--- src/rtl/bool2_b_if.sv ---
// Signal bundle for bool2_b: three Boolean operands in; the combinational result,
// its registered copy, edge pulses and the high-cycle count out.
interface bool2_b_if #(
    parameter int CNT_W = 16
);
    logic             a;
    logic             b;
    logic             c;
    logic             e;
    logic             e_q;
    logic             e_rise;
    logic             e_fall;
    logic [CNT_W-1:0] hi_cnt;

    modport master (
        output a, b, c,
        input  e, e_q, e_rise, e_fall, hi_cnt
    );

    modport slave (
        input  a, b, c,
        output e, e_q, e_rise, e_fall, hi_cnt
    );
endinterface

--- src/rtl/bool2_b.sv ---
// 3-input lookup-table function with a registered copy, rise/fall pulse detection
// and a saturating counter of cycles in which the registered result is high.
module bool2_b #(
    parameter logic [7:0] TRUTH_TABLE = 8'hB8,
    parameter int         CNT_W       = 16
) (
    input  logic     clk,
    input  logic     rst_n,
    bool2_b_if.slave bus
);

    localparam logic [CNT_W-1:0] CNT_MAX = {CNT_W{1'b1}};
    localparam logic [CNT_W-1:0] CNT_ONE = {{(CNT_W-1){1'b0}}, 1'b1};

    logic [2:0]       idx_s;
    logic             e_s;

    logic             eq_d,      eq_q;
    logic             eq_prev_d, eq_prev_q;
    logic             rise_d,    rise_q;
    logic             fall_d,    fall_q;
    logic [CNT_W-1:0] cnt_d,     cnt_q;

    // The result stays live during reset; X/Z inputs fall through the table index unresolved.
    assign idx_s = {bus.a, bus.b, bus.c};
    assign e_s   = TRUTH_TABLE[idx_s];

    // Next-state: pipeline the result, derive edge pulses from the previous two samples.
    always_comb begin
        eq_d      = e_s;
        eq_prev_d = eq_q;
        rise_d    = eq_q & ~eq_prev_q;
        fall_d    = ~eq_q & eq_prev_q;
        cnt_d     = cnt_q;
        if (eq_q && (cnt_q != CNT_MAX)) begin
            cnt_d = cnt_q + CNT_ONE;
        end else begin
            cnt_d = cnt_q;
        end
    end

    // State registers; reset clears everything immediately, independent of clk.
    always_ff @(posedge clk or negedge rst_n) begin
        if (!rst_n) begin
            eq_q      <= 1'b0;
            eq_prev_q <= 1'b0;
            rise_q    <= 1'b0;
            fall_q    <= 1'b0;
            cnt_q     <= {CNT_W{1'b0}};
        end else begin
            eq_q      <= eq_d;
            eq_prev_q <= eq_prev_d;
            rise_q    <= rise_d;
            fall_q    <= fall_d;
            cnt_q     <= cnt_d;
        end
    end

    assign bus.e      = e_s;
    assign bus.e_q    = eq_q;
    assign bus.e_rise = rise_q;
    assign bus.e_fall = fall_q;
    assign bus.hi_cnt = cnt_q;

endmodule

--- src/flat_wrapper.sv ---
// flat-port wrapper written by rule: the top's interface ports become plain ports
module bool2_b_flat 
#(
    parameter logic [7:0] TRUTH_TABLE = 8'hB8,
    parameter int         CNT_W       = 16
)
  (clk, rst_n, bus_a, bus_b, bus_c, bus_e, bus_e_q, bus_e_rise, bus_e_fall, bus_hi_cnt);
  bool2_b_if #(.CNT_W(CNT_W)) bus_i ();
  input  logic clk;
  input  logic rst_n;
  input wire logic [$bits(bus_i.a)-1:0] bus_a;
  input wire logic [$bits(bus_i.b)-1:0] bus_b;
  input wire logic [$bits(bus_i.c)-1:0] bus_c;
  output wire logic [$bits(bus_i.e)-1:0] bus_e;
  output wire logic [$bits(bus_i.e_q)-1:0] bus_e_q;
  output wire logic [$bits(bus_i.e_rise)-1:0] bus_e_rise;
  output wire logic [$bits(bus_i.e_fall)-1:0] bus_e_fall;
  output wire logic [$bits(bus_i.hi_cnt)-1:0] bus_hi_cnt;
  assign bus_i.a = bus_a;
  assign bus_i.b = bus_b;
  assign bus_i.c = bus_c;
  assign bus_e = bus_i.e;
  assign bus_e_q = bus_i.e_q;
  assign bus_e_rise = bus_i.e_rise;
  assign bus_e_fall = bus_i.e_fall;
  assign bus_hi_cnt = bus_i.hi_cnt;
  bool2_b #(.TRUTH_TABLE(TRUTH_TABLE), .CNT_W(CNT_W)) u_core (.clk(clk), .rst_n(rst_n), .bus(bus_i));
endmodule
--- config.mk ---
export PLATFORM = sky130hd
export DESIGN_NAME = bool2_b_flat
export DESIGN_NICKNAME = d
export VERILOG_FILES = /design/src/rtl/bool2_b_if.sv /design/src/rtl/bool2_b.sv /design/src/flat_wrapper.sv
export SDC_FILE = /design/constraint.sdc
export NUM_CORES = 1
export LEC_CHECK = 0
export CORE_MARGIN = 2
export CORE_UTILIZATION = 40
export CTS_CLUSTER_SIZE = 14
export DETAILED_ROUTE_END_ITERATION = 8
export DONT_BUFFER_PORTS = 1
export HOLD_SLACK_MARGIN = 0.06
export PLACE_DENSITY = 0.59
export REMOVE_ABC_BUFFERS = 1
export SETUP_SLACK_MARGIN = 0.05
export SYNTH_ARGS = -nofsm -noshare
export SYNTH_HDL_FRONTEND = slang
export SYNTH_SLANG_ARGS = --single-unit
--- constraint.sdc ---
create_clock -name clk -period 2.6 [get_ports clk]
set_clock_uncertainty 0.05 [all_clocks]
set_input_delay 0.78 -clock clk [delete_from_list [all_inputs] [get_ports clk]]
set_output_delay 0.78 -clock clk [all_outputs]
set_load 0.005 [all_outputs]
# == Word level (Yosys, flattened, before mapping) ==
# Memories as Yosys holds them, arrays and structs flattened.
# Index checks and enable logic that the tools add are counted.
# op_classes
addsub,1
magnitude_cmp,1
n_eq_ne,1
muxes,1
bitwise_logic,4
n_reduce_logical,1
# ops
operator,count
"16-bit by 1-bit adder with 16-bit output, second input constant",1
"16-bit != test, second input constant",1
"3-bit by 4-bit less-than comparator with 1-bit output, second input constant",1
1-bit AND,2
1-bit NOT,2
1-bit logical AND,1
1-bit 2-to-1 mux,1
# word_totals
register_bits,20
mem_bits_ro,8
in_bits,5
elab_cells,15
memories,1
# memory_table
name,words,width,rd,rd_clocked_by_memory_dff,write_ports,line,text
(no name shown),8,1,1,0,0,bool2_b.sv:26,assign e_s = TRUTH_TABLE[idx_s];

# == Logic depth before layout (Yosys ltp) ==
# logic_depth
depth_word,2
ltp_mapped,6
ltp_nobuf,5

# == Worst setup path after synthesis ==
# OpenSTA, ideal clock, no wires.
# synth_timing
kind,input to output
start,in bus_b
end,out bus_e
t_arrival_ns,1.102
t_required_ns,1.770
setup_slack_ns,0.668
path_stages,1
cell_sequence,mux2_2
# synth_between
elab_chain_cells,2
# synth_lines
item,line,text
start: declaration,flat_wrapper.sv:12,input wire logic [$bits(bus_i.b)-1:0] bus_b;
memory 8 x 1 bit,--,
1-bit 2-to-1 mux (implied by the code),bool2_b.sv:26,
end: declaration,flat_wrapper.sv:14,output wire logic [$bits(bus_i.e)-1:0] bus_e;
# No other way between the ends. The select of a mux whose other input is x is not followed.

# == Worst setup path after layout ==
# layout_timing
start,reg u_core.cnt_q[0] (netlist: u_core.bus.hi_cnt[0])
end,reg u_core.cnt_q[1] (netlist: u_core.bus.hi_cnt[1])
# layout_between
elab_chain_cells,2
elab_cells_between_ends,3
classes_between,add/sub: 1; eq/ne: 1; reduce/logical: 1
# layout_lines
item,line,text
start: declaration,bool2_b.sv:22,"logic [CNT_W-1:0] cnt_d, cnt_q;"
start signal: assignment,bool2_b.sv:49,cnt_q <= {CNT_W{1'b0}};
start signal: assignment,bool2_b.sv:55,cnt_q <= cnt_d;
branches (longest 2 deep; another with 16-bit by 1-bit adder with 16-bit output),--,
# Parallel ways; which one is timed is not known.
# A chain may end at the register's enable or synchronous reset.

==> impl_metrics.json <==
{
  "io_pins": 25,
  "fill_cells": 215,
  "drv_cap": 0,
  "synth_commonest_cells": "dfrtp_1, xnor2_1, nand4_1, nand2_1, nand3_1",
  "vias": 638,
  "synth_edf_count": 0,
  "slew_headroom_pct": 70.66,
  "drt_iter0_markers": 8,
  "outcome": "completed",
  "wire_per_inst_um": 15.32,
  "cp.arrival_ps": 2150,
  "p_total_uw": 783.9,
  "post_dp_cell_area_um2": 957.2,
  "post_route_cells_drive_above_1_share_pct": 14.63,
  "synthArstFlopShare_pct": 100.0,
  "dr.pass1.iters": 4,
  "antenna_found_initial": 0,
  "synth_cells": 80,
  "grt_pass1_vias": 604,
  "post_cts_buffers": 0,
  "path_clk_slew_ps": 110,
  "slew_violations": 0,
  "crit_path_end_kind": "flop",
  "setup_violations": 0,
  "synth_area_leaders": "dfrtp_1, xnor2_1, nand4_1",
  "fin_setup_tns_ps": 0,
  "h-tree-depth": 1,
  "syn_area_um2": 940.9,
  "rsz0062_at_grt": "false",
  "p_leak_uw": 0.0003870,
  "cts_sinks": 20,
  "drt-total-wl_um": 1685,
  "dpl.hpwl_um": 1249,
  "fin_util_pct": 44.91,
  "placementRows": 17,
  "final_hold_viol_count": 0,
  "design_area_um2": 993.5,
  "drc": 0,
  "min-delay-path-class": "in -> async",
  "place_congestion": 0.6912,
  "n_antenna_cell": 0,
  "clk_latency_ps": 300,
  "syn_area_per_cell_um2": 11.76,
  "synth_top_cell_by_area": "dfrtp_1",
  "cts_tree": "done",
  "port_buffers": 0,
  "ys_types": 27,
  "chipWidth_um": 52.50,
  "crit_required_ps": 2740,
  "die_area_mm2": 0.002756,
  "yosysMostFrequentCell": "dfrtp_1",
  "synth_top_area_share_pct": 53.19,
  "grt-ovfl-total": 0,
  "path_class": "reg -> reg",
  "yosysSeqAreaShare_pct": 53.19,
  "ir_drop_uv": 426.7,
  "cts_max_path_buffers": 2,
  "fp.dieH_um": 52.50,
  "area_growth_pct": 5.585,
  "tightest_slew_ps": 436.7,
  "grt_pass1_wl_um": 2842,
  "vias_per_cell": 5.800,
  "finalNetCount": 89,
  "postRouteAntennaNets": 0,
  "finalCriticalPeriod_ps": 2006,
  "start_util_pct": 42.53,
  "fmaxAchievable_ghz": 0.4984,
  "root_buffer": "clkbuf_4",
  "cts_buffers": 3,
  "startpoint_type": "flop",
  "grt.total_usage_pct": 14.56,
  "cp_max_fo": 8,
  "ctsHoldBuffers": 0,
  "ctsResizeCount": 0,
  "yosysWarnings": 0,
  "min_period_over_period_pct": 77.17,
  "synth_seq_cells": 20,
  "ys.flop_type": "dfrtp_1",
  "placeableCoreArea_mm2": 0.002212,
  "grt_max_degree": 21,
  "power_density_mw_per_mm2": 789.1,
  "final-seq-area_um2": 500.5,
  "multi_input_area_um2": 421.7
}
==> sequential cells by signal (all words and copies together) (netlist names) <==
| name | count |
|---|---|
| u_core.bus.e_fall | 1 |
| u_core.bus.e_q | 1 |
| u_core.bus.e_rise | 1 |
| u_core.bus.hi_cnt | 16 |
| u_core.eq_prev_q | 1 |
==> placed cells by master, fill, tap and decap left out <==
cell type / Yosys / routed
o21ai_0: 1 / 1
nor2b_1: 2 / 2
ha_1: 1 / 1
o211ai_1: 1 / 1
o21a_1: 1 / 1
nand3_4: 1 / 1
clkbuf_4: 0 / 3
mux2_2: 3 / 3
nor2_1: 3 / 3
nand2_1: 6 / 6
and3_1: 2 / 2
nor3_1: 2 / 2
nand2_4: 1 / 1
mux2_4: 1 / 1
and4_1: 1 / 1
dfrtp_1: 20 / 20
or4_4: 1 / 1
o2111ai_1: 1 / 1
nand3_1: 5 / 5
xnor2_1: 11 / 11
a31oi_1: 1 / 1
o31a_2: 1 / 1
a21oi_1: 1 / 1
and2_1: 1 / 1
nand4_1: 9 / 9
nand4b_1: 1 / 1
clkbuf_8: 0 / 1
==> final timing paths <==
kind                                       from                    end  slack [ps]  cells after the start
min reg2reg                    u_core.eq_prev_q      u_core.bus.e_rise         370                      1
max                        u_core.bus.hi_cnt[0]   u_core.bus.hi_cnt[1]         590                      5
max in group asynchronous                 rst_n   u_core.bus.hi_cnt[5]        2320                      0
min in group clk               u_core.eq_prev_q      u_core.bus.e_rise         370                      1
max reg2reg                u_core.bus.hi_cnt[0]   u_core.bus.hi_cnt[1]         590                      5
min                                       rst_n  u_core.bus.hi_cnt[14]         110                      0
==> layout make-up <==
cell class,instances,share of cell area [%]
Clock buffer,4,3.652
Sequential cell,20,50.38
Tap cell,28,3.526
Multi-Input combinational cell,58,42.44
==> routing by layer <==
layer | GRT usage, % | vias up | part of all wire, %
met5 | 0 | - | 0
met4 | 3.846 | 0 | 0.77
met3 | 7.714 | 2 | 8.0
met2 | 23.33 | 23 | 49
met1 | 16.94 | 317 | 43
li1 | - | 296 | -
==> worst max-delay path, stage by stage, from the launching register on <==
cell,delay [ps]
dfrtp_1,450
ha_1,250
nand4_1,160
or4_4,590
nand2_4,110
mux2_4,290
==> per-stage QoR <==
stage          setup WS [ps]  hold WS [ps]  instances
6_report               593.6         107.6        110
5_1_grt                468.8         78.35        110
4_1_cts                595.7         92.49        110
3_5_place_dp           615.0         358.7        106
3_3_place_gp           662.8         348.8        106
2_1_floorplan          667.6         344.6         78
==> cell families (layout without fill, tap and decap cells) <==
logic type                 after synthesis  after routing  share of synthesized area (%)
AOI/OAI and AO/OA                        7              7                          5.319
DFF                                     20             20                          53.19
xor gates and xnor gates                11             11                          10.24
adders and majority gates                1              1                          1.330
and+or+nand+nor                         35             35                          22.74
muxes                                    4              4                          5.185
buffers and inverters                    2              4                          1.995
==> report_power, final <==
group / internal, µW / switching [µW] / total [µW]
clock: 85.4 / 90.7 / 176
combinational: 75.4 / 52.8 / 128
sequential: 371 / 109 / 480
Power figures use the tool's default switching activity.
==> RTL change (same flow settings) <==
`CNT_W` is set to 16 in 3 places; all go to 24.
--- a/src/rtl/bool2_b_if.sv
+++ b/src/rtl/bool2_b_if.sv
@@ -2,5 +2,5 @@
 // its registered copy, edge pulses and the high-cycle count out.
 interface bool2_b_if #(
-    parameter int CNT_W = 16
+    parameter int CNT_W = 24
 );
     logic             a;
--- a/src/rtl/bool2_b.sv
+++ b/src/rtl/bool2_b.sv
@@ -3,5 +3,5 @@
 module bool2_b #(
     parameter logic [7:0] TRUTH_TABLE = 8'hB8,
-    parameter int         CNT_W       = 16
+    parameter int         CNT_W       = 24
 ) (
     input  logic     clk,
--- a/src/flat_wrapper.sv
+++ b/src/flat_wrapper.sv
@@ -3,5 +3,5 @@
 #(
     parameter logic [7:0] TRUTH_TABLE = 8'hB8,
-    parameter int         CNT_W       = 16
+    parameter int         CNT_W       = 24
 )
   (clk, rst_n, bus_a, bus_b, bus_c, bus_e, bus_e_q, bus_e_rise, bus_e_fall, bus_hi_cnt);
Interface: changed (resized bus_hi_cnt); port bits go from 25 to 33. The function was not compared with the original's and may differ.
==> RTL change against the original RTL <==
Synthesized area increased by 40%; hold slack better by 280 ps; total power up 16%; sequential power is 21% higher; clock power is 19% higher; worst setup slack lost 160 ps; cell area grew 40%; critical path type unchanged; final cell count is 54% higher; wire length rose by 44%; fmax shrank 7.6%; first-iteration DRC count rose to 3.9 times the old value; sequential cell count increased by 8.
==> RTL change: results (changes against the original RTL) <==
[timing]
hold_slack_ps=383  ; +275 ps
max_clock_freq_ghz=0.461  ; -7.6%

[synthesis]
synth_mux_area_frac=0.0171  ; -0.0347
synth_cell_type_count=25  ; -7.4%
synthXorXnorAreaFrac=0.133  ; +0.0309
synth-adder-area-share=0.00952  ; -0.00377
syn_area_per_cell_um2=10.8  ; -8.4%
synth-compound-area-share=0.0362  ; -0.0170
synth_common_cells=28 x dfrtp_1, 13 x nand2_1, 11 x nor3_1, 11 x xnor2_1

[placement]
place_ws_ps=438  ; -177 ps
placed_area_um2=1340  ; +40%
placed_cells=163  ; +54%
hpwl_mm=1.83  ; +46%

[global_route]
met3_usage=0.0462  ; -0.0309
grtUsageMet1=0.183  ; +0.0134
grt_pass1_vias=886  ; +47%
grt_max_degree=16  ; -24%
grt_usage=0.147  ; +0.00125

[critical_path]
r2r-end=u_core.bus.hi_cnt[5]
cp_max_fo=11  ; +3

[clocking]
clkSlewWorstSetupHoldPaths_ps=150  ; +40 ps
insertion_delay_ps=330  ; +30 ps

[detailed_routing]
viasPerCell=5.33  ; -8.1%
wirelength_mm=2.43  ; +44%
drtIter0Drc=31  ; +23
wl_met3_um=152  ; +13%

[outcome]
status=finished, final reports clean

[finish]
final-instance-count-excl-fill=169  ; +54%
fillers=303  ; +41%
nets=132  ; +48%

[power]
ir_worst_vdd_v=0.000306  ; -28%
cellInternalPower_uw=634  ; +19%
power.leakage_uw=0.000593  ; +53%
pwr-share-seq=0.642  ; +0.030
powerClk_uw=209  ; +19%

[hold_path]
hold_path.class=reg2reg

RTL change: cell types whose count changed after synthesis, sizes merged, moves of 2 or more:
cell,before,now
dfrtp,20,28
inv,0,3
mux2,4,2
nand2,7,13
nor2,3,8
nor3,2,11
nor4,0,2
or3,0,2
xor2,0,9
RTL change: timing repair:
item | CTS | global route
buffers inserted | 0 | 0
endpoints found under the setup margin | 0 | 0
endpoints found under the hold margin | 15 | 13
hold buffers | 1 | 1
RTL change: critical path: stages (launching register included):
cell and delay, ps:
dfrtp_1 460, nand4_1 160, or4_4 610, o31ai_4 500
or3_2 210, xnor2_1 110
RTL change: area by class of cell:
class | count | area, um^2 | area share
timing repair buffer | 2 | 20.0 | 0.0143
tap | 44 | 55.1 | 0.0395
inverter | 3 | 11.3 | 0.00807
sequential | 28 | 701 | 0.502
multi-input combinational | 88 | 572 | 0.410
clock buffer | 4 | 36.3 | 0.0260
